[src/rtl/index_stream_vector_decoder_if.sv]
// -----------------------------------------------------------------------------
// index_stream_vector_decoder_if
// Bundles the index stream input and the rebuilt-vector output of
// index_stream_vector_decoder.
//   master : the side that drives the index stream and the downstream ready
//            (a source/consumer pair or a testbench)
//   slave  : the decoder itself
// Signals
//   Enable_In            gates acceptance of indices
//   Index_Valid_In       Index_In / Index_Last_In valid this cycle
//   Index_In             encoded line number
//   Index_Last_In        beat closes the frame
//   Index_Ready_Out      decoder accepts an index this cycle
//   Vector_Valid_Out     rebuilt frame is presented
//   Vector_Out           rebuilt vector
//   Vector_Ready_In      downstream takes the vector
//   Index_Count_Out      accepted beats in the frame (saturating)
//   Duplicate_Error_Out  an index repeated within the frame
//   Range_Error_Out      an index >= VECTOR_WIDTH appeared within the frame
// -----------------------------------------------------------------------------
interface index_stream_vector_decoder_if #(
    parameter int INDEX_WIDTH  = 2,
    parameter int VECTOR_WIDTH = 4
);
    logic                     Enable_In;
    logic                     Index_Valid_In;
    logic [INDEX_WIDTH-1:0]   Index_In;
    logic                     Index_Last_In;
    logic                     Index_Ready_Out;
    logic                     Vector_Valid_Out;
    logic [VECTOR_WIDTH-1:0]  Vector_Out;
    logic                     Vector_Ready_In;
    logic [INDEX_WIDTH:0]     Index_Count_Out;
    logic                     Duplicate_Error_Out;
    logic                     Range_Error_Out;

    modport master (
        output Enable_In, Index_Valid_In, Index_In, Index_Last_In, Vector_Ready_In,
        input  Index_Ready_Out, Vector_Valid_Out, Vector_Out, Index_Count_Out,
               Duplicate_Error_Out, Range_Error_Out
    );

    modport slave (
        input  Enable_In, Index_Valid_In, Index_In, Index_Last_In, Vector_Ready_In,
        output Index_Ready_Out, Vector_Valid_Out, Vector_Out, Index_Count_Out,
               Duplicate_Error_Out, Range_Error_Out
    );
endinterface

[src/rtl/index_stream_vector_decoder.sv]
// -----------------------------------------------------------------------------
// index_stream_vector_decoder
// Rebuilds a one-hot/multi-hot request vector from a stream of encoded
// indices (one per beat, frame closed by Index_Last_In) and presents it
// downstream under a valid/ready handshake.
// Ports
//   Clock_In   rising-edge clock
//   Reset_In   asynchronous active-high reset; discards any partial frame
//   bus        index_stream_vector_decoder_if.slave (stream in, vector out)
// Two-state FSM: COLLECT accumulates beats, PRESENT holds the registered
// frame until the downstream handshake. Frame outputs read 0 outside PRESENT.
// -----------------------------------------------------------------------------
module index_stream_vector_decoder #(
    parameter int INDEX_WIDTH  = 2,
    parameter int VECTOR_WIDTH = 4
) (
    input  logic Clock_In,
    input  logic Reset_In,
    index_stream_vector_decoder_if.slave bus
);

    typedef enum logic [0:0] {
        ST_COLLECT = 1'b0,
        ST_PRESENT = 1'b1
    } state_t;

    localparam logic [INDEX_WIDTH:0] COUNT_ONE = (INDEX_WIDTH+1)'(1);

    state_t                   state_r;
    logic [VECTOR_WIDTH-1:0]  acc_r;
    logic [INDEX_WIDTH:0]     count_r;
    logic                     dup_r;
    logic                     rng_r;
    logic [VECTOR_WIDTH-1:0]  vec_out_r;
    logic [INDEX_WIDTH:0]     count_out_r;
    logic                     dup_out_r;
    logic                     rng_out_r;
    logic                     valid_r;

    logic                     in_range_s;
    logic                     ready_s;
    logic                     accept_s;
    logic [VECTOR_WIDTH-1:0]  onehot_s;
    logic [VECTOR_WIDTH-1:0]  acc_next_s;
    logic [INDEX_WIDTH:0]     count_next_s;
    logic                     dup_hit_s;

    // With a full-width vector every index is in range, so no comparator is built.
    generate
        if (VECTOR_WIDTH >= (2 ** INDEX_WIDTH)) begin : g_full_range
            assign in_range_s = 1'b1;
        end else begin : g_partial_range
            localparam logic [INDEX_WIDTH:0] VEC_LIMIT = (INDEX_WIDTH+1)'(VECTOR_WIDTH);
            assign in_range_s = ({1'b0, bus.Index_In} < VEC_LIMIT);
        end
    endgenerate

    // Per-beat accumulate terms: handshake, decoded line, duplicate detect, saturating count.
    always_comb begin
        ready_s      = (state_r == ST_COLLECT) && bus.Enable_In && !Reset_In;
        accept_s     = ready_s && bus.Index_Valid_In;
        onehot_s     = in_range_s ? (VECTOR_WIDTH'(1'b1) << bus.Index_In) : '0;
        acc_next_s   = acc_r | onehot_s;
        dup_hit_s    = |(acc_r & onehot_s);
        count_next_s = (count_r == '1) ? count_r : (count_r + COUNT_ONE);
    end

    assign bus.Index_Ready_Out     = ready_s;
    assign bus.Vector_Valid_Out    = valid_r;
    assign bus.Vector_Out          = vec_out_r;
    assign bus.Index_Count_Out     = count_out_r;
    assign bus.Duplicate_Error_Out = dup_out_r;
    assign bus.Range_Error_Out     = rng_out_r;

    // Frame FSM: accumulation state and registered presentation outputs.
    always_ff @(posedge Clock_In or posedge Reset_In) begin
        if (Reset_In) begin
            state_r     <= ST_COLLECT;
            acc_r       <= '0;
            count_r     <= '0;
            dup_r       <= 1'b0;
            rng_r       <= 1'b0;
            vec_out_r   <= '0;
            count_out_r <= '0;
            dup_out_r   <= 1'b0;
            rng_out_r   <= 1'b0;
            valid_r     <= 1'b0;
        end else begin
            case (state_r)
                ST_COLLECT: begin
                    if (accept_s) begin
                        acc_r   <= acc_next_s;
                        count_r <= count_next_s;
                        dup_r   <= dup_r | dup_hit_s;
                        rng_r   <= rng_r | !in_range_s;
                        if (bus.Index_Last_In) begin
                            // Outputs capture the frame including this closing beat.
                            vec_out_r   <= acc_next_s;
                            count_out_r <= count_next_s;
                            dup_out_r   <= dup_r | dup_hit_s;
                            rng_out_r   <= rng_r | !in_range_s;
                            valid_r     <= 1'b1;
                            state_r     <= ST_PRESENT;
                        end else begin
                            state_r     <= ST_COLLECT;
                        end
                    end else begin
                        state_r <= ST_COLLECT;
                    end
                end
                ST_PRESENT: begin
                    if (bus.Vector_Ready_In) begin
                        acc_r       <= '0;
                        count_r     <= '0;
                        dup_r       <= 1'b0;
                        rng_r       <= 1'b0;
                        vec_out_r   <= '0;
                        count_out_r <= '0;
                        dup_out_r   <= 1'b0;
                        rng_out_r   <= 1'b0;
                        valid_r     <= 1'b0;
                        state_r     <= ST_COLLECT;
                    end else begin
                        state_r     <= ST_PRESENT;
                    end
                end
                default: begin
                    state_r <= ST_COLLECT;
                    valid_r <= 1'b0;
                end
            endcase
        end
    end

endmodule

[src/flat_wrapper.sv]
// flat-port wrapper written by rule: the top's interface ports become plain ports
module index_stream_vector_decoder_flat 
#(
    parameter int INDEX_WIDTH  = 2,
    parameter int VECTOR_WIDTH = 4
)
  (Clock_In, Reset_In, bus_Enable_In, bus_Index_Valid_In, bus_Index_In, bus_Index_Last_In, bus_Vector_Ready_In, bus_Index_Ready_Out, bus_Vector_Valid_Out, bus_Vector_Out, bus_Index_Count_Out, bus_Duplicate_Error_Out, bus_Range_Error_Out);
  index_stream_vector_decoder_if #(.INDEX_WIDTH(INDEX_WIDTH), .VECTOR_WIDTH(VECTOR_WIDTH)) bus_i ();
  input  logic Clock_In;
  input  logic Reset_In;
  input wire logic [$bits(bus_i.Enable_In)-1:0] bus_Enable_In;
  input wire logic [$bits(bus_i.Index_Valid_In)-1:0] bus_Index_Valid_In;
  input wire logic [$bits(bus_i.Index_In)-1:0] bus_Index_In;
  input wire logic [$bits(bus_i.Index_Last_In)-1:0] bus_Index_Last_In;
  input wire logic [$bits(bus_i.Vector_Ready_In)-1:0] bus_Vector_Ready_In;
  output wire logic [$bits(bus_i.Index_Ready_Out)-1:0] bus_Index_Ready_Out;
  output wire logic [$bits(bus_i.Vector_Valid_Out)-1:0] bus_Vector_Valid_Out;
  output wire logic [$bits(bus_i.Vector_Out)-1:0] bus_Vector_Out;
  output wire logic [$bits(bus_i.Index_Count_Out)-1:0] bus_Index_Count_Out;
  output wire logic [$bits(bus_i.Duplicate_Error_Out)-1:0] bus_Duplicate_Error_Out;
  output wire logic [$bits(bus_i.Range_Error_Out)-1:0] bus_Range_Error_Out;
  assign bus_i.Enable_In = bus_Enable_In;
  assign bus_i.Index_Valid_In = bus_Index_Valid_In;
  assign bus_i.Index_In = bus_Index_In;
  assign bus_i.Index_Last_In = bus_Index_Last_In;
  assign bus_i.Vector_Ready_In = bus_Vector_Ready_In;
  assign bus_Index_Ready_Out = bus_i.Index_Ready_Out;
  assign bus_Vector_Valid_Out = bus_i.Vector_Valid_Out;
  assign bus_Vector_Out = bus_i.Vector_Out;
  assign bus_Index_Count_Out = bus_i.Index_Count_Out;
  assign bus_Duplicate_Error_Out = bus_i.Duplicate_Error_Out;
  assign bus_Range_Error_Out = bus_i.Range_Error_Out;
  index_stream_vector_decoder #(.INDEX_WIDTH(INDEX_WIDTH), .VECTOR_WIDTH(VECTOR_WIDTH)) u_core (.Clock_In(Clock_In), .Reset_In(Reset_In), .bus(bus_i));
endmodule
[config.mk]
export PLATFORM = sky130hd
export DESIGN_NAME = index_stream_vector_decoder_flat
export DESIGN_NICKNAME = d
export VERILOG_FILES = /design/src/rtl/index_stream_vector_decoder_if.sv /design/src/rtl/index_stream_vector_decoder.sv /design/src/flat_wrapper.sv
export SDC_FILE = /design/constraint.sdc
export NUM_CORES = 1
export LEC_CHECK = 0
export ABC_AREA = 1
export CORE_UTILIZATION = 45
export DETAILED_ROUTE_END_ITERATION = 16
export PLACE_DENSITY = 0.78
export SYNTH_ARGS = -nofsm -noshare
export SYNTH_HDL_FRONTEND = slang
export SYNTH_SLANG_ARGS = --single-unit
export TNS_END_PERCENT = 50
[constraint.sdc]
create_clock -name Clock_In -period 3.2 [get_ports Clock_In]
set_input_delay 0.32 -clock Clock_In [delete_from_list [all_inputs] [get_ports Clock_In]]
set_output_delay 0.32 -clock Clock_In [all_outputs]
set_load 0.02 [all_outputs]
# Word level (Yosys, flattened, before mapping)
# Index checks and enable logic that the tools add are counted.
[word_totals] register_bits=20 latchBits=0 ram_bits=0 rom_bits=0 input_bits=8 output_inout_bits=11 word_cells=58 mem_count=0
[classes] n_addsub=1 multipliers=0 n_div=0 order_cmp=0 eq_ne=4 shift=1 n_mux=30 bitwise=4 reduce_logical=8
[op_table] cell="$mux W4" n=4
[op_table] cell="$pmux W4 S2" n=2
[op_table] cell="$mux W3" n=5
[op_table] cell="$mux W1" n=12
[op_table] cell="$pmux W3 S2" n=2
[op_table] cell="$pmux W1 S2" n=5
[op_table] cell="$and A4 B4 Y4" n=1
[op_table] cell="$ne A2 B2 Y1 const B" n=2
[op_table] cell="$or A4 B4 Y4" n=1
[op_table] cell="$reduce_and A2 Y1" n=2
[op_table] cell="$reduce_or A4 Y1" n=1
[op_table] cell="$shl A1 B2 Y4 const A" n=1
[op_table] cell="$add A3 B1 Y3 const B" n=1
[op_table] cell="$eq A3 B3 Y1 const B" n=1
[op_table] cell="$logic_and A1 B1 Y1" n=3
[op_table] cell="$reduce_and A3 Y1" n=1
[op_table] cell="$ne A2 B1 Y1 const B" n=1
[op_table] cell="$logic_not A1 Y1" n=1
[op_table] cell="$not A1 Y1" n=1
[op_table] cell="$or A1 B1 Y1" n=1

# Longest topological paths before layout
[depth] word_depth=7 mapped_depth=7 ltp_nobuf=7

# Worst setup path before layout
# OpenSTA, ideal clock, no wires.
[synth_timing] path_kind="input -> output" startpoint="input port Reset_In" endpoint="output port bus_Index_Ready_Out" t_arrival_ps=1144 required_time_ps=2880 path_slack_ps=1736 path_stages=3 n_path_buf=0 cell_sequence="inv_1 > nand3_1 > inv_1"
[synth_via] elab_chain_cells=2
[synth_lines] element="from (decl)" line="flat_wrapper.sv:10" source="input logic Reset_In;"
[synth_lines] element="$logic_not A1 Y1" line="index_stream_vector_decoder.sv:60" source="ready_s = (state_r == ST_COLLECT) && bus.Enable_In && !Reset_In;"
[synth_lines] element="$logic_and A1 B1 Y1" line="index_stream_vector_decoder.sv:60"
[synth_lines] element="to (decl)" line="flat_wrapper.sv:16" source="output wire logic [$bits(bus_i.Index_Ready_Out)-1:0] bus_Index_Ready_Out;"
# Every way passes these cells.

# Worst setup path in the final report
# Same ends and word-level chain as after synthesis.

==> flow_metrics.env <==
export IMPL_status="finished clean"
export IMPL_max_clock_freq_ghz=0.456
export IMPL_drc_errors=0
export IMPL_synth_xor_area_frac=0
export IMPL_initialDrtViolationCount=23
export IMPL_critPathMaxFanout=21
export IMPL_power_density_cell_area_nw_per_um2=716
export IMPL_n_fill_cell=153
export IMPL_hold_buffers=0
export IMPL_asyncSetResetFlopFracSynth=1.00
export IMPL_dieWidth_um=46.4
export IMPL_ys_warn_count=0
export IMPL_grt_start_max_net_pins=22
export IMPL_critical_path_required_ps=2880
export IMPL_crit_family="buffers and inverters"
export IMPL_floorplan_die_area_um2=2160
export IMPL_clk_root_buffer_cell="sky130_fd_sc_hd__clkbuf_4"
export IMPL_yosys_area_share_adder=0.0141
export IMPL_critPathSlowestCell="sky130_fd_sc_hd__clkdlybuf4s50_1"
export IMPL_core_um2=1780
export IMPL_core_rowCount=15
export IMPL_synth_edf_count=0
export IMPL_synth_fp_nets=126
export IMPL_synth_simple_gate_area_frac=0.314
export IMPL_wl_um=1750
export IMPL_port_buffers=17
export IMPL_grt_antenna_before_repair=0
export IMPL_synth_top_flop_cell="sky130_fd_sc_hd__dfrtp_1"
export IMPL_finalClockSkew_ps=4.22
export IMPL_synth_sequential_area_ratio=0.507
export IMPL_nNetsFinal=146
export IMPL_mostFrequentLayoutCells="sky130_fd_sc_hd__nand2_1 (44), sky130_fd_sc_hd__dfrtp_1 (18), sky130_fd_sc_hd__inv_1 (17), sky130_fd_sc_hd__clkdlybuf4s50_1 (17), sky130_fd_sc_hd__nand3_1 (14)"
export IMPL_ctsResizeCount=0
export IMPL_min_path_type="input port to async pin"
export IMPL_placed_area_um2=1070
export IMPL_detail_route_first_pass_iterations=4
export IMPL_cap_violations=0
export IMPL_setup_tns_ps=0
export IMPL_synth_register_bits=18
export IMPL_crit_reg2reg_launch="u_core.state_r"
export IMPL_ir_worst_vdd_mv=0.406
export IMPL_clk_latency_ps=300
export IMPL_end_kind="output pin"
export IMPL_dominant_combinational_cell_family_by_area_after_synthesis="simple AND/OR/NAND/NOR gates"
export IMPL_final_hold_worst_slack_ps=343
export IMPL_netlist_area_before_placement_um2=888
export IMPL_cp_slowest_stage_delay_ps=600
export IMPL_crit_buf_inv=5
export IMPL_proportion_of_netlist_area_held_by_the_largest_area_contributor=0.507
export IMPL_mux_contribution_to_synthesized_area=0
export IMPL_static_leakage_power_nw=0.610
export IMPL_cts_made_buffers=3
export IMPL_crit_type="input port to output pin"
export IMPL_antenna_cells_inserted=0
export IMPL_wl_cell_um=10.9
export IMPL_setup_repair_after_global_routing_missed_its_margin="false"
export IMPL_drt_antenna_violating_nets=0
export IMPL_synth_area_top_cells="sky130_fd_sc_hd__dfrtp_1 (51%), sky130_fd_sc_hd__nand2_1 (19%), sky130_fd_sc_hd__nand3_1 (7.9%), sky130_fd_sc_hd__inv_1 (7.2%), sky130_fd_sc_hd__o21ai_0 (4.5%)"
export IMPL_place_inst=157
export IMPL_crit_path_cell_trace="clkdlybuf4s50_1 -> inv_1 -> buf_4 -> nand3_1 -> inv_1 -> clkdlybuf4s50_1"
export IMPL_starting_density_of_the_core=0.498
export IMPL_synth_area_per_cell_um2=7.59
export IMPL_critPathArrivalTime_ps=1870
export IMPL_number_of_global_route_vias_before_repair=662
export IMPL_finalSetupViolCount=0
export IMPL_ios=19
export IMPL_final_cell_count_no_fill=161
export IMPL_grt_first_pass_wirelength_um=2820
export IMPL_post_cts_buffers=0
export IMPL_period_share=0.685
export IMPL_place_ws_ps=993
export IMPL_clock_sinks=18
export IMPL_tritoncts_clock_tree="yes"
export IMPL_cell_type_contributing_the_most_total_cell_area_after_synthesis="sky130_fd_sc_hd__dfrtp_1"
export IMPL_share_of_the_synthesized_area_in_compound_gates_ao_oa_aoi_oai=0.0620
export IMPL_cts_max_level=1
export IMPL_yosys_cell_types_count=14
export IMPL_final_std_cell_area_no_fill_um2=1110
export IMPL_vias_per_inst=4.88
export IMPL_cp_start_kind="input port"
export IMPL_routabilityCongestion=0.835
export IMPL_clk_transition_reported_paths_ps=100
export IMPL_finalHoldViolCount=0
export IMPL_vias=785
export IMPL_final_report_max_slew_violation_count=0
export IMPL_synthesis_instances=117
export IMPL_grt_util_all_layers=0.193
export IMPL_period_needed_ps=2190
export IMPL_final_critical_path_setup_slack_ps=1010
export IMPL_drive_gt1_frac=0.0588
export IMPL_die_h_um=46.4
export IMPL_detailedPlacementHpwl_um=1300
export IMPL_layout_area_overhead_vs_synth_pct=24.9
export IMPL_clk_path_buf_depth=2
export IMPL_launching_instance_or_port_of_the_critical_path="Reset_In"
export IMPL_grt_overflow=0
export IMPL_commonest_non_fill_non_tap_cell_in_the_layout="sky130_fd_sc_hd__nand2_1"
-- area by class of cell --
class	count	area, um^2	area share
clock buffers	4	36.3	0.0327
inverters	17	63.8	0.0575
multi-input cells	79	350	0.316
flip-flops and latches	18	450	0.406
well taps	25	31.3	0.0282
repair buffers	18	178	0.160
-- stage by stage --
| step | total power [mW] | utilization |
|---|---|---|
| floorplan | 0.533 | - |
| global placement | 0.643 | 0.602 |
| detailed placement | 0.657 | 0.602 |
| CTS | 0.798 | 0.622 |
| global route | 0.851 | 0.622 |
| finish | 0.795 | 0.622 |
-- routing by layer --
metal	part of all wire	vias up	track usage
li1	-	400	-
met1	0.45	355	0.240
met2	0.49	26	0.314
met3	0.050	4	0.0471
met4	0.0074	0	0.0882
met5	0	-	0
-- path summary, 6_finish.rpt --
kind	end	slack, ps	cells past startpoint
max in group asynchronous	u_core.acc_r[2]	2640	3
min in group Clock_In	u_core.dup_r	500	2
hold / removal	u_core.bus.Index_Count_Out[1]	340	3
setup / recovery	bus_Index_Ready_Out	1010	6
hold reg to reg	u_core.dup_r	500	2
setup reg to reg	u_core.bus.Vector_Out[3]	1850	5
-- power by group --
group          switching, mW  total (mW)  leakage, nW  internal (mW)
Clock                 0.0723       0.142       0.0210         0.0694
Combinational          0.171       0.305        0.368          0.135
Sequential            0.0460       0.348        0.222          0.302
-- kinds of logic (layout without fill, tap and decap cells) --
kind of cell,count (synthesis),after routing
AO/OA/AOI/OAI,11,11
AND/OR/NAND/NOR,66,66
other,1,1
flip-flops,18,18
buffers and inverters,20,39
adder cells (fa/ha/maj),1,1
-- Yosys cell counts (2+ instances only) --
cell	count
sky130_fd_sc_hd__nand3_1	14
sky130_fd_sc_hd__nor2_1	5
sky130_fd_sc_hd__nor2_2	2
sky130_fd_sc_hd__nand2_1	44
sky130_fd_sc_hd__o21ai_0	8
sky130_fd_sc_hd__a21oi_1	3
sky130_fd_sc_hd__inv_1	17
sky130_fd_sc_hd__dfrtp_1	18
-- state kept, by name, summed over array words and instances, names as in the netlist --
signal	count
u_core.bus.Vector_Valid_Out	1
u_core.count_r	3
u_core.state_r	1
u_core.bus.Vector_Out	4
u_core.dup_r	1
u_core.bus.Duplicate_Error_Out	1
u_core.acc_r	4
u_core.bus.Index_Count_Out	3
-- worst min-delay path, cell delays in order --
cell and delay [ps]:
sky130_fd_sc_hd__clkdlybuf4s50_1 390, sky130_fd_sc_hd__inv_1 50, sky130_fd_sc_hd__buf_4 270
(Power assumes the default switching activity.)
